[config.mk]
export PLATFORM = sky130hd
export DESIGN_NAME = spi_mem_cache
export DESIGN_NICKNAME = d
export VERILOG_FILES = /design/src/rtl/spi_mem_cache.sv
export SDC_FILE = /design/constraint.sdc
export NUM_CORES = 1
export LEC_CHECK = 0
export CAP_MARGIN = 15
export CELL_PAD_IN_SITES_DETAIL_PLACEMENT = 1
export CELL_PAD_IN_SITES_GLOBAL_PLACEMENT = 2
export CORE_MARGIN = 4
export CORE_UTILIZATION = 47
export CTS_CLUSTER_SIZE = 30
export DETAILED_ROUTE_END_ITERATION = 16
export PLACE_DENSITY_LB_ADDON = 0.1
export SYNTH_ARGS = -nofsm -noshare
export SYNTH_HDL_FRONTEND = slang
export SYNTH_SLANG_ARGS = --single-unit
[constraint.sdc]
create_clock -name clk -period 6.1 [get_ports clk]
set_clock_uncertainty 0.15 [all_clocks]
set_input_delay 1.22 -clock clk [delete_from_list [all_inputs] [get_ports clk]]
set_output_delay 1.22 -clock clk [all_outputs]
set_load 0.05 [all_outputs]
[src/rtl/spi_mem_cache.sv]
// spi_mem_cache -- direct-mapped, one-word-per-line read cache between a CPU
// port and a quad-SPI PSRAM controller. Writes go through to memory and do
// not allocate; a write that hits merges its enabled bytes into the line.
//
// Ports:
//   clk, reset            single clock, synchronous active-high reset
//   cpu_valid/cpu_ready   CPU request / single-cycle completion pulse
//   cpu_addr [22:0]       word address; cpu_wdata/cpu_wstrb (0 = read)
//   cpu_rdata [31:0]      read data, held between responses
//   mem_valid/mem_ready   request/handshake towards the PSRAM controller
//   mem_addr/mem_wdata/mem_wstrb/mem_rdata   memory-side payload
//   flush                 invalidates every line on the edge it is high
//   hit_count/miss_count  read hit/miss counters, only present when the
//                         macro SPI_MEM_CACHE_STATS_EN is defined
module spi_mem_cache #(
    parameter int INDEX_BITS = 4
) (
    input  logic        clk,
    input  logic        reset,
    input  logic        cpu_valid,
    output logic        cpu_ready,
    input  logic [22:0] cpu_addr,
    input  logic [31:0] cpu_wdata,
    input  logic [3:0]  cpu_wstrb,
    output logic [31:0] cpu_rdata,
    output logic        mem_valid,
    input  logic        mem_ready,
    output logic [22:0] mem_addr,
    output logic [31:0] mem_wdata,
    output logic [3:0]  mem_wstrb,
    input  logic [31:0] mem_rdata,
`ifdef SPI_MEM_CACHE_STATS_EN
    output logic [31:0] hit_count,
    output logic [31:0] miss_count,
`endif
    input  logic        flush
);
    localparam int LINES = 1 << INDEX_BITS;
    localparam int TAG_W = 23 - INDEX_BITS;

    typedef enum logic [1:0] {IDLE, MEM_REQ, MEM_DRAIN, RESP} state_t;

    state_t state_q, state_d;

    logic [LINES-1:0] valid_q, valid_d;
    logic [TAG_W-1:0] tag_q  [LINES];
    logic [31:0]      data_q [LINES];

    logic        cpu_ready_q, cpu_ready_d;
    logic [31:0] cpu_rdata_q, cpu_rdata_d;
    logic        mem_valid_q, mem_valid_d;
    logic [22:0] mem_addr_q, mem_addr_d;
    logic [31:0] mem_wdata_q, mem_wdata_d;
    logic [3:0]  mem_wstrb_q, mem_wstrb_d;

    // Lookup for the incoming CPU request and for the in-flight memory request
    logic [INDEX_BITS-1:0] cpu_idx, mem_idx;
    logic [TAG_W-1:0]      cpu_tag, mem_tag;
    logic                  cpu_hit, mem_hit, cpu_is_read, mem_is_read;
    logic                  accept, rd_hit, fill_en;
    logic [31:0]           line_word;

    assign cpu_idx     = cpu_addr[INDEX_BITS-1:0];
    assign cpu_tag     = cpu_addr[22:INDEX_BITS];
    assign mem_idx     = mem_addr_q[INDEX_BITS-1:0];
    assign mem_tag     = mem_addr_q[22:INDEX_BITS];
    assign cpu_is_read = (cpu_wstrb == 4'b0000);
    assign mem_is_read = (mem_wstrb_q == 4'b0000);

    // A flush on the accepting edge forces a miss so no stale word is returned
    assign cpu_hit = valid_q[cpu_idx] && (tag_q[cpu_idx] == cpu_tag) && !flush;
    assign mem_hit = valid_q[mem_idx] && (tag_q[mem_idx] == mem_tag);

    // cpu_ready_q gating keeps a held cpu_valid from being re-accepted right
    // after its own completion pulse
    assign accept = (state_q == IDLE) && cpu_valid && !cpu_ready_q;
    assign rd_hit = accept && cpu_is_read && cpu_hit;

    // State register
    always_ff @(posedge clk) begin
        if (reset) state_q <= IDLE;
        else       state_q <= state_d;
    end

    // Next-state logic
    always_comb begin
        state_d = state_q;
        case (state_q)
            IDLE:      if (accept && !rd_hit) state_d = MEM_REQ;
            MEM_REQ:   if (mem_ready)         state_d = MEM_DRAIN;
            MEM_DRAIN: if (!mem_ready)        state_d = RESP;
            RESP:                             state_d = IDLE;
            default:                          state_d = IDLE;
        endcase
    end

    // Output / datapath next values
    always_comb begin
        cpu_ready_d = 1'b0;
        cpu_rdata_d = cpu_rdata_q;
        mem_valid_d = mem_valid_q;
        mem_addr_d  = mem_addr_q;
        mem_wdata_d = mem_wdata_q;
        mem_wstrb_d = mem_wstrb_q;
        fill_en     = 1'b0;

        // Read fills take the memory word; write hits merge enabled bytes
        line_word = mem_rdata;
        if (!mem_is_read) begin
            line_word = data_q[mem_idx];
            for (int b = 0; b < 4; b++)
                if (mem_wstrb_q[b]) line_word[b*8 +: 8] = mem_wdata_q[b*8 +: 8];
        end

        case (state_q)
            IDLE: begin
                if (rd_hit) begin
                    cpu_rdata_d = data_q[cpu_idx];
                    cpu_ready_d = 1'b1;
                end else if (accept) begin
                    mem_valid_d = 1'b1;
                    mem_addr_d  = cpu_addr;
                    mem_wdata_d = cpu_wdata;
                    mem_wstrb_d = cpu_wstrb;
                end
            end
            MEM_REQ: begin
                if (mem_ready) begin
                    mem_valid_d = 1'b0;
                    if (mem_is_read) cpu_rdata_d = mem_rdata;
                    // Write misses do not allocate; flush wins over any update
                    fill_en = !flush && (mem_is_read || mem_hit);
                end
            end
            MEM_DRAIN: if (!mem_ready) cpu_ready_d = 1'b1;
            default: ;
        endcase

        valid_d = flush ? '0 : valid_q;
        if (fill_en) valid_d[mem_idx] = 1'b1;
    end

    always_ff @(posedge clk) begin
        if (reset) begin
            valid_q     <= '0;
            cpu_ready_q <= 1'b0;
            cpu_rdata_q <= '0;
            mem_valid_q <= 1'b0;
            mem_addr_q  <= '0;
            mem_wdata_q <= '0;
            mem_wstrb_q <= '0;
        end else begin
            valid_q     <= valid_d;
            cpu_ready_q <= cpu_ready_d;
            cpu_rdata_q <= cpu_rdata_d;
            mem_valid_q <= mem_valid_d;
            mem_addr_q  <= mem_addr_d;
            mem_wdata_q <= mem_wdata_d;
            mem_wstrb_q <= mem_wstrb_d;
        end
    end

    // Tag/data arrays carry no reset; valid_q alone qualifies them
    always_ff @(posedge clk) begin
        if (fill_en) begin
            tag_q[mem_idx]  <= mem_tag;
            data_q[mem_idx] <= line_word;
        end
    end

    assign cpu_ready = cpu_ready_q;
    assign cpu_rdata = cpu_rdata_q;
    assign mem_valid = mem_valid_q;
    assign mem_addr  = mem_addr_q;
    assign mem_wdata = mem_wdata_q;
    assign mem_wstrb = mem_wstrb_q;

`ifdef SPI_MEM_CACHE_STATS_EN
    logic [31:0] hit_cnt_q, miss_cnt_q;

    always_ff @(posedge clk) begin
        if (reset) begin
            hit_cnt_q  <= '0;
            miss_cnt_q <= '0;
        end else begin
            if (rd_hit)                            hit_cnt_q  <= hit_cnt_q + 32'd1;
            if (accept && cpu_is_read && !cpu_hit) miss_cnt_q <= miss_cnt_q + 32'd1;
        end
    end

    assign hit_count  = hit_cnt_q;
    assign miss_count = miss_cnt_q;
`endif

endmodule

==> qor.txt, run 1 <==
Slew HR: 0.311
First-pass GRT wire length: 157,000 µm
Int Pwr: 12.2 mW
LEAKAGE: 15.1 nW
DP Cell Count: 3,286
CP max-delay cell: or3b_1
Cts bufs inserted: 97
Worst Path Buf+Inv: 2
CTS H-tree depth: 3
Initial antenna violation count: 2
Pin count of the biggest net entering global routing: 97
Crit. End Element: flip-flop
Post_cts resized: 0
Non-Filler Instances: 3,469
Nets@finish: 2,414
Number of flops mapped to enable cells by yosys: 816
Placer Congestion: 0.781
Total Wirelength: 107,000 µm
Max Transition Viols Final: 0
TNS Setup: 0 ns
Vias: 21,200
CP Cell Sequence: buf_12, mux4_2, mux4_2, xnor2_1, nand4_1, nor4_1, a41oi_1, or3b_1, nor3_4, buf_4
Cts hold-fix bufs: 0
Routed len/inst: 30.7 µm
FMAX: 196 MHz
Clock Path Buffers: 3
Clock share of power: 0.331
Critical path class: reg2reg
Initial Util: 0.477
Routed vias/inst: 6.11
Synth warn: 0
Hold Fails Final Rpt: 0
Most used cell, CP: mux4_2
Die height: 298 µm
Power per cell area: 378 nW/µm²
Final setup violation count: 0
PortBufs: 188
Place WS: 0.668 ns
Vias in the first global route: 22,800
Detail Route Antenna Nets: 0
CP max stage delay: 0.80 ns
Synthesized instance count: 2,052
Most frequent cells in the layout: 816 x edfxtp_1, 320 x mux4_2, 183 x clkdlybuf4s50_1
Clock latency at the later pin of the worst-skew pair: 0.65 ns
Pre-antenna DRT Iters: 5
Synth Area per Inst: 19.2 µm²
Post-route clock period utilization: 0.838
Mapped cell area: 39,400 µm²
Async SR Flop Fraction: 0
Core area: 82,600 µm²
Sequential share of power: 0.453
CTS tree: done
Critical Path RT: 6.23 ns
I/O pin count: 189
Comb pwr share: 0.216
Least-Margin Pin Slew: 1.03 ns
Grt ovf: 0
Maxcap violations: 0
Detailed-placement wirelength estimate: 66,400 µm
Status: finished clean
Seq/Total Area, Yosys: 0.680
Synth Flop Type: edfxtp_1
Fillcell total: 7,206
CTS clk-pin slew, worst paths: 0.06 ns
Die ar.: 88,500 µm²
Placement row count: 105
Psw: 5.17 mW
Syn_nets: 2,151
Seq cells post-synth: 931
Min cycle time layout: 5.11 ns
Hold Crit Class: reg2reg
Residual DRC count: 0
Width of the chip: 298 µm
Initial DRC count: 1,988
Final Worst Setup Slack: 0.985 ns
CTS Sinks: 931
Post-CTS Setup Bufs: 0
Netlist cell types: 66
Fraction of layout cells with a size suffix above 1: 0.271
Worst VDD drop: 0.255 mV
RSZ-0062 raised after global routing: false
Global Route Usage Sum: 0.240
P&R area growth vs syn: 17.0%
Max FO, Critical Path: 25
CP Data Arrival Time: 5.24 ns
Clk root buf: clkbuf_16
Sw frac: 0.297
Commonest non-fill, non-tap cell in the layout: edfxtp_1
Startpoint Class: flip-flop
Delay-heaviest family, CP: simple AND/OR/NAND/NOR gates
Total power: 17.4 mW
-- cell usage after synthesis, types with 4 or more instances --
cell,instances,area [µm²]
a211oi_1,4,30.0
mux4_2,320,7210
nand2_1,38,143
nor4_1,6,37.5
a311oi_1,33,289
xnor2_1,19,166
edfxtp_1,816,24500
a221o_1,7,70.1
xor2_1,24,210
buf_1,10,37.5
nand3_1,14,70.1
mux2i_1,153,1530
a22oi_1,5,37.5
inv_1,4,15.0
clkbuf_1,66,248
dfxtp_1,115,2300
nor2b_1,12,75.1
nor3_1,5,25.0
o21ai_1,17,85.1
nand2b_1,4,25.0
or3_1,4,25.0
buf_2,37,185
mux2_2,34,383
buf_4,14,105
nand3b_1,4,30.0
nor2_1,151,567
a21oi_1,37,185
o21ai_0,22,110
buf_6,17,191
-- kinds of logic (layout without fill, tap and decap cells) --
| logic type | count (synthesis) | in the layout | share of synthesized area |
|---|---|---|---|
| xor gates and xnor gates | 43 | 43 | 0.00956 |
| other | 0 | 1 | 0 |
| AOI/OAI and AO/OA | 154 | 154 | 0.0273 |
| buffers and inverters | 152 | 498 | 0.0202 |
| muxes | 509 | 509 | 0.232 |
| DFF | 931 | 931 | 0.680 |
| adders and majority gates | 3 | 3 | 0.000953 |
| and+or+nand+nor | 260 | 260 | 0.0298 |
-- layer usage --
layer / track usage / wire (µm) / vias to the layer above
met5: 0 / 0 / -
met4: 0.0617 / 2400 / 0
met3: 0.0425 / 5910 / 129
met2: 0.396 / 52700 / 629
met1: 0.336 / 45500 / 11400
li1: - / - / 9005
-- layout make-up --
cell class / count / area (µm²) / share of cell area
multi-input cells: 969 / 11900 / 0.258
flip-flops and latches: 931 / 26800 / 0.582
clock inverters: 60 / 490 / 0.0106
repair buffers: 308 / 2910 / 0.0631
well taps: 1070 / 1340 / 0.0290
inverters: 8 / 31.3 / 0.000679
clock buffers: 122 / 2620 / 0.0569
diodes: 1 / 2.50 / 0.0000543
-- stage by stage --
| step | area, µm² | utilization | hold WS, ns |
|---|---|---|---|
| global placement | 43000 | 0.520 | 0.304 |
| floorplan | 39400 | - | 0.285 |
| finish | 46100 | 0.558 | 0.312 |
| CTS | 46100 | 0.558 | 0.316 |
| detailed placement | 43000 | 0.520 | 0.311 |
| global route | 46100 | 0.558 | 0.345 |
-- final timing paths --
kind               from           to  slack (ns)  cells past startpoint
min          valid_q[7]   valid_q[7]        0.31                      2
min reg2reg  valid_q[7]   valid_q[7]        0.31                      2
max reg2reg   flip-flop  tag_q[1][5]        0.99                     10
max           flip-flop  tag_q[1][5]        0.99                     10
-- power groups by stage --
stage / Combinational (mW) / Sequential (mW) / Clock, mW
final: 3.76 / 7.89 / 5.77
after global routing: 3.99 / 7.94 / 6.19
after CTS: 3.79 / 7.90 / 5.89
after detailed placement: 3.77 / 8.03 / 0
after global placement: 3.67 / 8.01 / 0
after floorplan: 1.92 / 8.50 / 0
-- flip-flops by register name, indices dropped and copies added (netlist names), named ones only --
name       flops
data_q       512
tag_q        304
cpu_rdata     32
mem_wdata     32
mem_addr      23
valid_q       16
mem_wstrb      4
state_q        2
cpu_ready      1
mem_valid      1
-- worst min-delay path: stages, from the launching register on --
cell     delay (ns)
dfxtp_1        0.32
nand2_1        0.05
o21ai_1        0.05
Note: power is estimated with default switching activity, not from simulation.
==> inputs of run 2 (changes only) <==
==> constraint.sdc (replaced) <==
create_clock -name clk -period 5.05 [get_ports clk]
set_clock_uncertainty 0.15 [all_clocks]
set_input_delay 1.01 -clock clk [delete_from_list [all_inputs] [get_ports clk]]
set_output_delay 1.01 -clock clk [all_outputs]
set_load 0.05 [all_outputs]
==> qor.txt, run 2 (same netlist as run 1, synthesis figures left out) <==
Pre-antenna DRT Iters: 5 (unchanged)
LEAKAGE: 15.4 nW (+2.3%)
Global Route Usage Sum: 0.246 (+0.00602)
Diode count: 0 (-1)
PortBufs: 188 (unchanged)
I/O pin count: 189 (unchanged)
Int Pwr: 14.8 mW (+21%)
Hold Crit Class: reg2reg
Most frequent cells in the layout: 816 x edfxtp_1, 320 x mux4_2, 183 x clkdlybuf4s50_1
Reg2reg path depth: 13 (+3)
Final setup violation count: 0 (unchanged)
Clk root buf: clkbuf_16
Worst Path Buf+Inv: 5 (+3)
Die height: 298 µm (unchanged)
CTS H-tree depth: 3 (unchanged)
Cts bufs inserted: 97 (unchanged)
Least-Margin Pin Slew: 1.04 ns (+0.0108 ns)
Status: finished clean
Sw frac: 0.301 (+0.00416)
Max Transition Viols Final: 0 (unchanged)
Delay-heaviest family, CP: simple AND/OR/NAND/NOR gates
Startpoint Class: flip-flop
Clock share of power: 0.326 (-0.005)
Initial antenna violation count: 0 (-2)
Crit. End Element: flip-flop
Fraction of layout cells with a size suffix above 1: 0.288 (+0.0161)
Detailed-placement wirelength estimate: 69,200 µm (+4.2%)
Vias in the first global route: 23,000 (+0.81%)
Psw: 6.39 mW (+23%)
CP max stage delay: 0.55 ns (-0.25 ns)
TNS Setup: 0 ns (unchanged)
Final Worst Setup Slack: 0.318 ns (-0.667 ns)
RSZ-0062 raised after global routing: false
CTS tree: done
Reg2reg setup slack: 0.32 ns (-0.67 ns)
CTS Sinks: 931 (unchanged)
Detail Route Antenna Nets: 0 (unchanged)
Commonest non-fill, non-tap cell in the layout: edfxtp_1
Grt ovf: 0 (unchanged)
Critical path class: reg2reg
Cts hold-fix bufs: 0 (unchanged)
Sequential share of power: 0.446 (-0.007)
Routed vias/inst: 6.15 (+0.68%)
Clock Path Buffers: 3 (unchanged)
CP max-delay cell: mux4_2
Maxcap violations: 0 (unchanged)
Die ar.: 88,500 µm² (unchanged)
Vias: 21,600 (+2.1%)
Hold_sp: valid_q[5]
Max FFs per register: 512 (unchanged)
Initial DRC count: 1,844 (-7.2%)
Reg-to-Reg End: data_q[5][6]
Placer Congestion: 0.822 (+5.2%)
CP Cell Sequence: buf_12, mux4_2, mux4_2, xnor2_1, nand4_1, buf_4, nor4_1, a41oi_1, buf_4, or3b_1, buf_12, nor2_1, buf_4
P&R area growth vs syn: 18.6%
Post_cts resized: 0 (unchanged)
Initial Util: 0.477 (unchanged)
CTS clk-pin slew, worst paths: 0.06 ns (about the same)
Worst VDD drop: 0.337 mV (+32%)
Slew HR: 0.304 (-0.00722)
Total Wirelength: 109,000 µm (+2.4%)
Place WS: 0.229 ns (-0.439 ns)
First-pass GRT wire length: 160,000 µm (+1.6%)
Pin count of the biggest net entering global routing: 99 (+2.1%)
Residual DRC count: 0 (unchanged)
Regs by FF count: data_q: 512 flops, tag_q: 304 flops
Min cycle time layout: 4.73 ns (-0.383 ns)
Post-route clock period utilization: 0.937 (+0.0985)
Core area: 82,600 µm² (unchanged)
Routed len/inst: 31.0 µm (+0.95%)
FMAX: 211 MHz (+8.1%)
Power per cell area: 453 nW/µm² (+20%)
Comb pwr share: 0.228 (+0.012)
Width of the chip: 298 µm (unchanged)
Hold Fails Final Rpt: 0 (unchanged)
Post-CTS Setup Bufs: 0 (unchanged)
Clock latency at the later pin of the worst-skew pair: 0.67 ns (+0.02 ns)
Non-Filler Instances: 3,518 (+1.4%)
Hold Path Depth: 2 (unchanged)
Placement row count: 105 (unchanged)
DP Cell Count: 3,336 (+1.5%)
Max FO, Critical Path: 28 (+12%)
Nets@finish: 2,464 (+2.1%)
Largest Register: data_q
Worst Hold End: valid_q[5]
Util after Layout: 0.566 (+0.00798)
Critical Path RT: 5.25 ns (-0.98 ns)
CP Data Arrival Time: 4.93 ns (-0.31 ns)
Most used cell, CP: buf_4
run 2: changes by cell type in the layout (fill, tap and decap cells not counted), sizes merged:
cell / change
clkinv: +1
clkinvlp: -4
clkbuf: +5
diode: -1
buf: +50
bufinv: -2
run 2: layout make-up:
class / count / area (µm²)
fillers: 7220 / 35900
flip-flops and latches: 931 / 26800
multi-input cells: 969 / 11900
repair buffers: 358 / 3580
clock buffers: 127 / 2630
well taps: 1070 / 1340
clock inverters: 55 / 469
inverters: 8 / 31.3
run 2: worst max path at each step:
stage / from / end / slack, ns / cells after the start
final: flip-flop / data_q[5][6] / 0.32 / 13
after global routing: flip-flop / data_q[2][15] / 0.10 / 13
after CTS: flip-flop / data_q[5][6] / 0.29 / 13
after detailed placement: cpu_addr[0] / cpu_rdata[3] / 0.23 / 12
after global placement: cpu_addr[0] / cpu_rdata[14] / 0.30 / 12
after floorplan: flip-flop / tag_q[3][0] / 0.33 / 11
run 2: through the flow:
stage          instance area, µm²  hold slack, ns  total power [mW]
2_1_floorplan               39400           0.285              12.6
3_3_place_gp                43600           0.305              14.3
3_5_place_dp                43600           0.311              14.5
4_1_cts                     46700           0.322              21.4
5_1_grt                     46700           0.343              22.0
6_report                    46700           0.321              21.2
run 2: routing by layer:
layer,wire length (µm),vias to the layer above,track usage
li1,-,9111,-
met1,45600,11700,0.341
met2,54600,718,0.413
met3,6420,149,0.0405
met4,2440,0,0.0595
met5,0,-,0
run 2: tightest hold or removal path: stages, from the launching register on:
cell and delay, ns:
dfxtp_1 0.32, nand2_1 0.05, o21ai_1 0.05
run 2: power by group through the flow:
stage          combinational, mW  clock (mW)  sequential, mW
6_report                    4.84        6.91            9.45
3_5_place_dp                4.87           0            9.62
4_1_cts                     4.89        7.07            9.46
3_3_place_gp                4.75           0            9.60
5_1_grt                     5.13        7.42            9.49
2_1_floorplan               2.33           0            10.3
